--- src/rtl/clock_step_ctrl.sv ---
// CPU clock-step controller: synchronised, debounced buttons drive
// a reset stretcher and an auto/manual single-step clock enable.
module clock_step_ctrl #(
    parameter int unsigned DEBOUNCE_CYCLES = 4,
    parameter int unsigned AUTO_DIV        = 1,
    parameter int unsigned RESET_STRETCH   = 16
) (
    input  logic        clk,
    input  logic        reset,
    input  logic        reset_btn,
    input  logic        manual_clk_sw,
    input  logic        pulse_clk_btn,
    output logic        cpu_clk_en,
    output logic        cpu_reset,
    output logic        manual_mode,
    output logic [15:0] step_count
);

    localparam logic [7:0] DB_LAST  = 8'(DEBOUNCE_CYCLES - 1);
    localparam logic [7:0] DIV_LAST = 8'(AUTO_DIV - 1);
    localparam logic [7:0] STRETCH  = 8'(RESET_STRETCH);

    typedef enum logic [1:0] {
        RESET_HOLD,
        AUTO,
        MANUAL
    } state_t;

    logic [2:0] raw;
    logic [2:0] sync1;
    logic [2:0] sync2;
    logic [2:0] db;
    logic [7:0] db_cnt [3];
    logic       pulse_q;

    state_t     state, state_n;
    logic [7:0] stretch, stretch_n;
    logic [7:0] div, div_n;
    logic       en_n;

    logic rst_db;
    logic sw_db;
    logic pulse_rise;

    // bit 0 = reset button, bit 1 = mode switch, bit 2 = step button
    assign raw        = {pulse_clk_btn, manual_clk_sw, reset_btn};
    assign rst_db     = db[0];
    assign sw_db      = db[1];
    assign pulse_rise = db[2] & ~pulse_q;

    always_ff @(posedge clk) begin
        if (reset) begin
            sync1   <= '0;
            sync2   <= '0;
            db      <= '0;
            pulse_q <= 1'b0;
            for (int i = 0; i < 3; i++) begin
                db_cnt[i] <= '0;
            end
        end else begin
            sync1   <= raw;
            sync2   <= sync1;
            pulse_q <= db[2];
            for (int i = 0; i < 3; i++) begin
                if (sync2[i] != db[i]) begin
                    if (db_cnt[i] == DB_LAST) begin
                        db[i]     <= ~db[i];
                        db_cnt[i] <= '0;
                    end else begin
                        db_cnt[i] <= db_cnt[i] + 8'd1;
                    end
                end else begin
                    db_cnt[i] <= '0;
                end
            end
        end
    end

    always_comb begin
        state_n   = state;
        stretch_n = stretch;
        div_n     = div;
        en_n      = 1'b0;
        unique case (state)
            RESET_HOLD: begin
                if (rst_db) begin
                    stretch_n = STRETCH;
                end else if (stretch <= 8'd1) begin
                    stretch_n = '0;
                    div_n     = '0;
                    state_n   = sw_db ? MANUAL : AUTO;
                end else begin
                    stretch_n = stretch - 8'd1;
                end
            end
            AUTO: begin
                if (rst_db) begin
                    state_n   = RESET_HOLD;
                    stretch_n = STRETCH;
                    div_n     = '0;
                end else if (sw_db) begin
                    state_n = MANUAL;
                    div_n   = '0;
                end else begin
                    en_n  = (div == DIV_LAST);
                    div_n = (div == DIV_LAST) ? 8'd0 : div + 8'd1;
                end
            end
            MANUAL: begin
                if (rst_db) begin
                    state_n   = RESET_HOLD;
                    stretch_n = STRETCH;
                    div_n     = '0;
                end else if (!sw_db) begin
                    state_n = AUTO;
                    div_n   = '0;
                end else begin
                    en_n = pulse_rise;
                end
            end
            default: begin
                state_n   = RESET_HOLD;
                stretch_n = STRETCH;
                div_n     = '0;
            end
        endcase
    end

    always_ff @(posedge clk) begin
        if (reset) begin
            state       <= RESET_HOLD;
            stretch     <= STRETCH;
            div         <= '0;
            cpu_clk_en  <= 1'b0;
            cpu_reset   <= 1'b1;
            manual_mode <= 1'b0;
            step_count  <= '0;
        end else begin
            state       <= state_n;
            stretch     <= stretch_n;
            div         <= div_n;
            cpu_clk_en  <= en_n;
            cpu_reset   <= (state_n == RESET_HOLD);
            manual_mode <= (state_n == MANUAL);
            // count includes the strobe being issued on this edge
            if (state_n == RESET_HOLD) begin
                step_count <= '0;
            end else begin
                step_count <= step_count + {15'd0, en_n};
            end
        end
    end

endmodule

--- config.mk ---
export PLATFORM = sky130hd
export DESIGN_NAME = clock_step_ctrl
export DESIGN_NICKNAME = d
export VERILOG_FILES = /design/src/rtl/clock_step_ctrl.sv
export SDC_FILE = /design/constraint.sdc
export NUM_CORES = 1
export LEC_CHECK = 0
export BUFFER_PORTS_ARGS = -buffer_cell sky130_fd_sc_hd__buf_2
export CAP_MARGIN = 20
export CORE_ASPECT_RATIO = 2
export CORE_MARGIN = 3
export CORE_UTILIZATION = 60
export DETAILED_ROUTE_END_ITERATION = 10
export PLACE_DENSITY = 0.91
export SYNTH_ARGS = -nofsm -noshare
export SYNTH_HDL_FRONTEND = slang
export SYNTH_SLANG_ARGS = --single-unit
export TNS_END_PERCENT = 10
--- constraint.sdc ---
create_clock -name clk -period 3.9 [get_ports clk]
set_input_delay 0.39 -clock clk [delete_from_list [all_inputs] [get_ports clk]]
set_output_delay 0.39 -clock clk [all_outputs]
set_load 0.02 [all_outputs]
# Yosys cells after proc, flatten, opt, wreduce, memory -nomap -nowiden
# Memory sizes are Yosys's and may differ from the RTL's.
# Index checks and enable logic that the tools add are counted.
# totals
latch_bits	0
elab_cells	126
mem_bits_rw	24
register_bits	47
romBits	0
memories	1
# mem_list
name	depth	width	rd	rd_ports_with_merged_regs	write_ports	line_no	text
db_cnt	3	8	3	0	3	33	logic [7:0] db_cnt [3];
# classes
multipliers	0
addsub	6
shifts	0
div_mod_pow	0
bitwise	14
reduce_logical	9
n_mux	69
magnitude_cmp	1
eq_ne	13
# ops
cell	n
$mux 8	19
$mux 1	39
$add 8x1->8 const B	4
$eq 8x2->1 const B	3
$pmux 8 s3	1
$add 16x1->16	1
$pmux 8 s2	1
$mux 2	7
$or 1x1->1	9
$le 8x1->1 const B	1
$logic_not 8->1	1
$sub 8x1->8 const B	1
$pmux 2 s3	1
$reduce_and 2->1	3
$eq 2x2->1 const B	2
$logic_not 2->1	2
$ne 2x2->1 const B	2
$not 1->1	4
$reduce_or 2->1	2
$ne 1x1->1	3
$ne 3x3->1 const B	1
$reduce_and 3->1	1
$eq 2x1->1 const B	1
$ne 2x1->1 const B	1
other kinds (2)	2

# Logic depth before layout (Yosys ltp)
# depth
ltp_word	8
depth_mapped	11
mapped_depth_nobuf	10

# Worst setup path after synthesis
# Ideal clock, no wire load.
# synth_timing
path_kind	register -> register
start	register div[0]
end	register step_count[14]
required_ps	3821
arrival_ps	2723
path_slack_ps	1098
setup_time_ps	79
period_less_slack_ps	2802
n_path_buf	1
stages_incl_launch_ff	12
path_cell_list	dfxtp_1 > inv_1 > ha_1 > or4b_2 > nor4_1 > o21a_1 > ha_1 > and2_1 > clkbuf_1 > nand4_1 > or3_1 > a22oi_1
# synth_between
elab_chain_cells	5
# synth_rtl
item	line_no	text
start, declared	38	logic [7:0] div, div_n;
start signal, assigned	141	div <= div_n;
$logic_not 8->1	105	en_n = (div == DIV_LAST);
$mux 1	101	end else if (sw_db) begin
$mux 1	97	if (rst_db) begin
$pmux 1 s2	84	unique case (state)
via en_n	39	logic en_n;
$add 16x1->16	149	step_count <= step_count + {15'd0, en_n};
end signal, assigned	149	
end, declared	16	output logic [15:0] step_count
# The timed path passes the listed nets, and every way through them passes these cells.
# A chain may end at the register's enable or synchronous reset.

# Final worst setup path
# Same ends and word-level chain as after synthesis.

==> impl_metrics.yaml <==
synth:
  ys_seq_area_share_pct: 47.4
  yosys.area.top_type: "dfxtp_1"
  synth_edf_count: 24
  ys_ff_latch: 71
  yosys_warnings: 0
  synthArstFlopShare_pct: 0
  ys_types: 52
  synthFlopType: "dfxtp_1"
  synth_top_area_share_pct: 26.9
  yosys-top-cells-area: "dfxtp_1, edfxtp_1, xor2_1"
  syn_area_sq_mm: 0.00350
  avgSynthCellArea_sq_um: 9.65
  syn_inst: 363
cells_and_area:
  nets: 428
  fin_area_sq_mm: 0.00395
  finish.utilization_pct: 71.6
  areaGrowthSynthToFinish_pct: 12.8
  drive_above_1_share_pct: 11.8
  final.fill_count: 411
  diodes: 0
clocking:
  clk_pin_slew_worst_paths_ps: 70
  cts_buffers: 9
  cts_tree: "built"
  clk_latency_ps: 350
  clockBufferDepth: 2
  cts_hold_buf: 0
  htreeDepth: 3
  post_cts_resize_count: 0
  clock-sinks: 71
  cts_root_buf: "clkbuf_8"
  cts_setup_buffers: 0
floorplanning:
  std_cell_rows: 38
  fp.coreArea_sq_mm: 0.00552
  dieArea_sq_mm: 0.00685
  die_x_um: 60.0
  die_h_um: 114
  boundaryPins: 24
  initial_utilization_pct: 63.5
drt:
  ant_nets: 0
  drt_wl_total_mm: 7.12
  num_vias: 2788
  dr.pass1.iters: 4
  drc: 0
  via_per_inst: 5.87
  drt_iter0_markers: 168
  wl_per_cell_um: 15.0
timing:
  worst_slack_ps: 796
  fin_skew_ps: 8.19
  setup_viol: 0
  finalMaxSlewViolations: 0
  max_freq_mhz: 322
  worst-slew-pin-transition_ps: 790
  post-route-period-util_pct: 79.6
  rsz0062_at_grt: "false"
  setup_tns_ps: 0
  relSlewSlack_pct: 46.7
  period_minus_slack_ps: 3100
  final_hold_viol_count: 0
power:
  power.internal_uw: 1330
  switching_power_uw: 597
  clock_power_share_pct: 32.0
  power_density_mw_per_mm2: 487
  swShare_pct: 31.0
  comb_power_share_pct: 22.5
  p_leak_uw: 0.00152
  power_uw: 1920
  ir_worst_vdd_v: 0.000468
  pwr-share-seq_pct: 45.5
setup_path:
  cp-end-kind: "register"
  critPathMaxFanout: 8
  worst-endpoint-required_ps: 4170
  cp.arrival_ps: 3380
  r2r_cells: 10
  cp-start-kind: "register"
  crit_type: "reg2reg"
global_route:
  grt_start_max_net_pins: 21
  antenna_found_initial: 0
  grt_usage_pct: 23.3
  grt_overflow: 0
  grt_pass1_vias: 2848
  grt_pass1_wl_mm: 12.2
place:
  pre_cts_ws_ps: 809
  place_area_sq_mm: 0.00374
  dpl.hpwl_mm: 5.19
  portBuffers: 23
  gp_congestion: 0.846
min_path:
  hold_depth: 2
  min_path_type: "in2reg"
job:
  cap_violations: 0
outcome:
  status: "complete, no violations"
[cells by family after synthesis]
| family | Yosys count | share of synthesized area, % |
|---|---|---|
| simple gates | 156 | 23.8 |
| flops | 71 | 47.4 |
| compound gates | 62 | 11.9 |
| xor+xnor | 38 | 9.50 |
| buf+inv | 22 | 2.64 |
| fa+ha+maj | 13 | 4.64 |
| other cells | 1 | 0.107 |
[area by class of cell]
type	count	area (sq um)	area share (%)
sequential	71	1660	42.1
clock inverter	3	40.0	1.01
inverter	10	37.5	0.950
tap	60	75.1	1.90
timing repair buffer	25	130	3.29
multi-input combinational	293	1840	46.5
clock buffer	13	170	4.31
[power groups by stage]
| stage | registers [uW] | clock network (uW) | logic [uW] |
|---|---|---|---|
| after floorplan | 883 | 0 | 338 |
| after global placement | 885 | 0 | 401 |
| after detailed placement | 889 | 0 | 415 |
| after CTS | 873 | 622 | 428 |
| after global routing | 884 | 643 | 478 |
| final | 875 | 615 | 434 |
[routing by layer]
| metal | wire, um | up-vias | track usage, % |
|---|---|---|---|
| met4 | 266 | 0 | 12.6 |
| li1 | - | 1376 | - |
| met3 | 301 | 23 | 5.30 |
| met2 | 3930 | 74 | 42.1 |
| met5 | 0 | - | 0 |
| met1 | 2620 | 1315 | 23.2 |
[stage by stage]
step           hold slack [ps]  instances
2_1_floorplan              414        386
3_3_place_gp               422        459
3_5_place_dp               428        459
4_1_cts                    264        475
5_1_grt                    285        475
6_report                   264        475
[state kept, by name, indices dropped and copies added, names as in the netlist, 2 cells and up]
signal,count
db,3
db_cnt,24
div,8
state,2
step_count,16
stretch,8
sync1,3
sync2,3
[final timing paths]
check / slack (ps) / from / to
setup / recovery: 800 / div[0] / step_count[14]
hold / removal: 260 / reset_btn / sync1[0]
setup reg to reg: 800 / div[0] / step_count[14]
hold reg to reg: 450 / sync1[2] / sync2[2]
[worst max-delay path: stages (launching register included)]
cell and delay [ps]:
dfxtp_1 350, inv_1 100, ha_1 150, or4b_2 600, nor4_1 250, o21a_1 220
ha_1 160, and2_1 290, nand4_1 310, or3_1 440, a22oi_1 150
[placed cells by master (no fill, tap or decap), types with 13 or more instances in the layout]
cell type / Yosys / final
nor2_1: 37 / 37
ha_1: 13 / 13
conb_1: 1 / 24
nand2_1: 21 / 21
dfxtp_1: 47 / 47
a21oi_1: 26 / 26
xor2_1: 25 / 25
buf_2: 2 / 23
edfxtp_1: 24 / 24
nand3_1: 25 / 25
xnor2_1: 13 / 13
[synth_stat cells (2+ instances only)]
cell type,n
nand4b_1,4
o31ai_1,2
o31a_1,2
inv_1,10
ha_1,13
o21ai_0,8
nor2b_1,9
clkbuf_1,9
or3_1,8
nor3b_1,3
nor4_1,3
nand4_1,8
nor2_1,37
nand2b_1,2
edfxtp_1,24
and2_1,3
and3_1,10
nor3_1,8
o41ai_1,3
a31oi_1,2
buf_2,2
nand3b_1,2
or2_2,2
nor4b_1,3
a21oi_1,26
or4_1,3
o31ai_2,2
xor2_1,25
a22oi_1,4
dfxtp_1,47
nand3_1,25
nand2_1,21
a21boi_0,2
xnor2_1,13
Note: power is estimated with default switching activity, not from simulation.
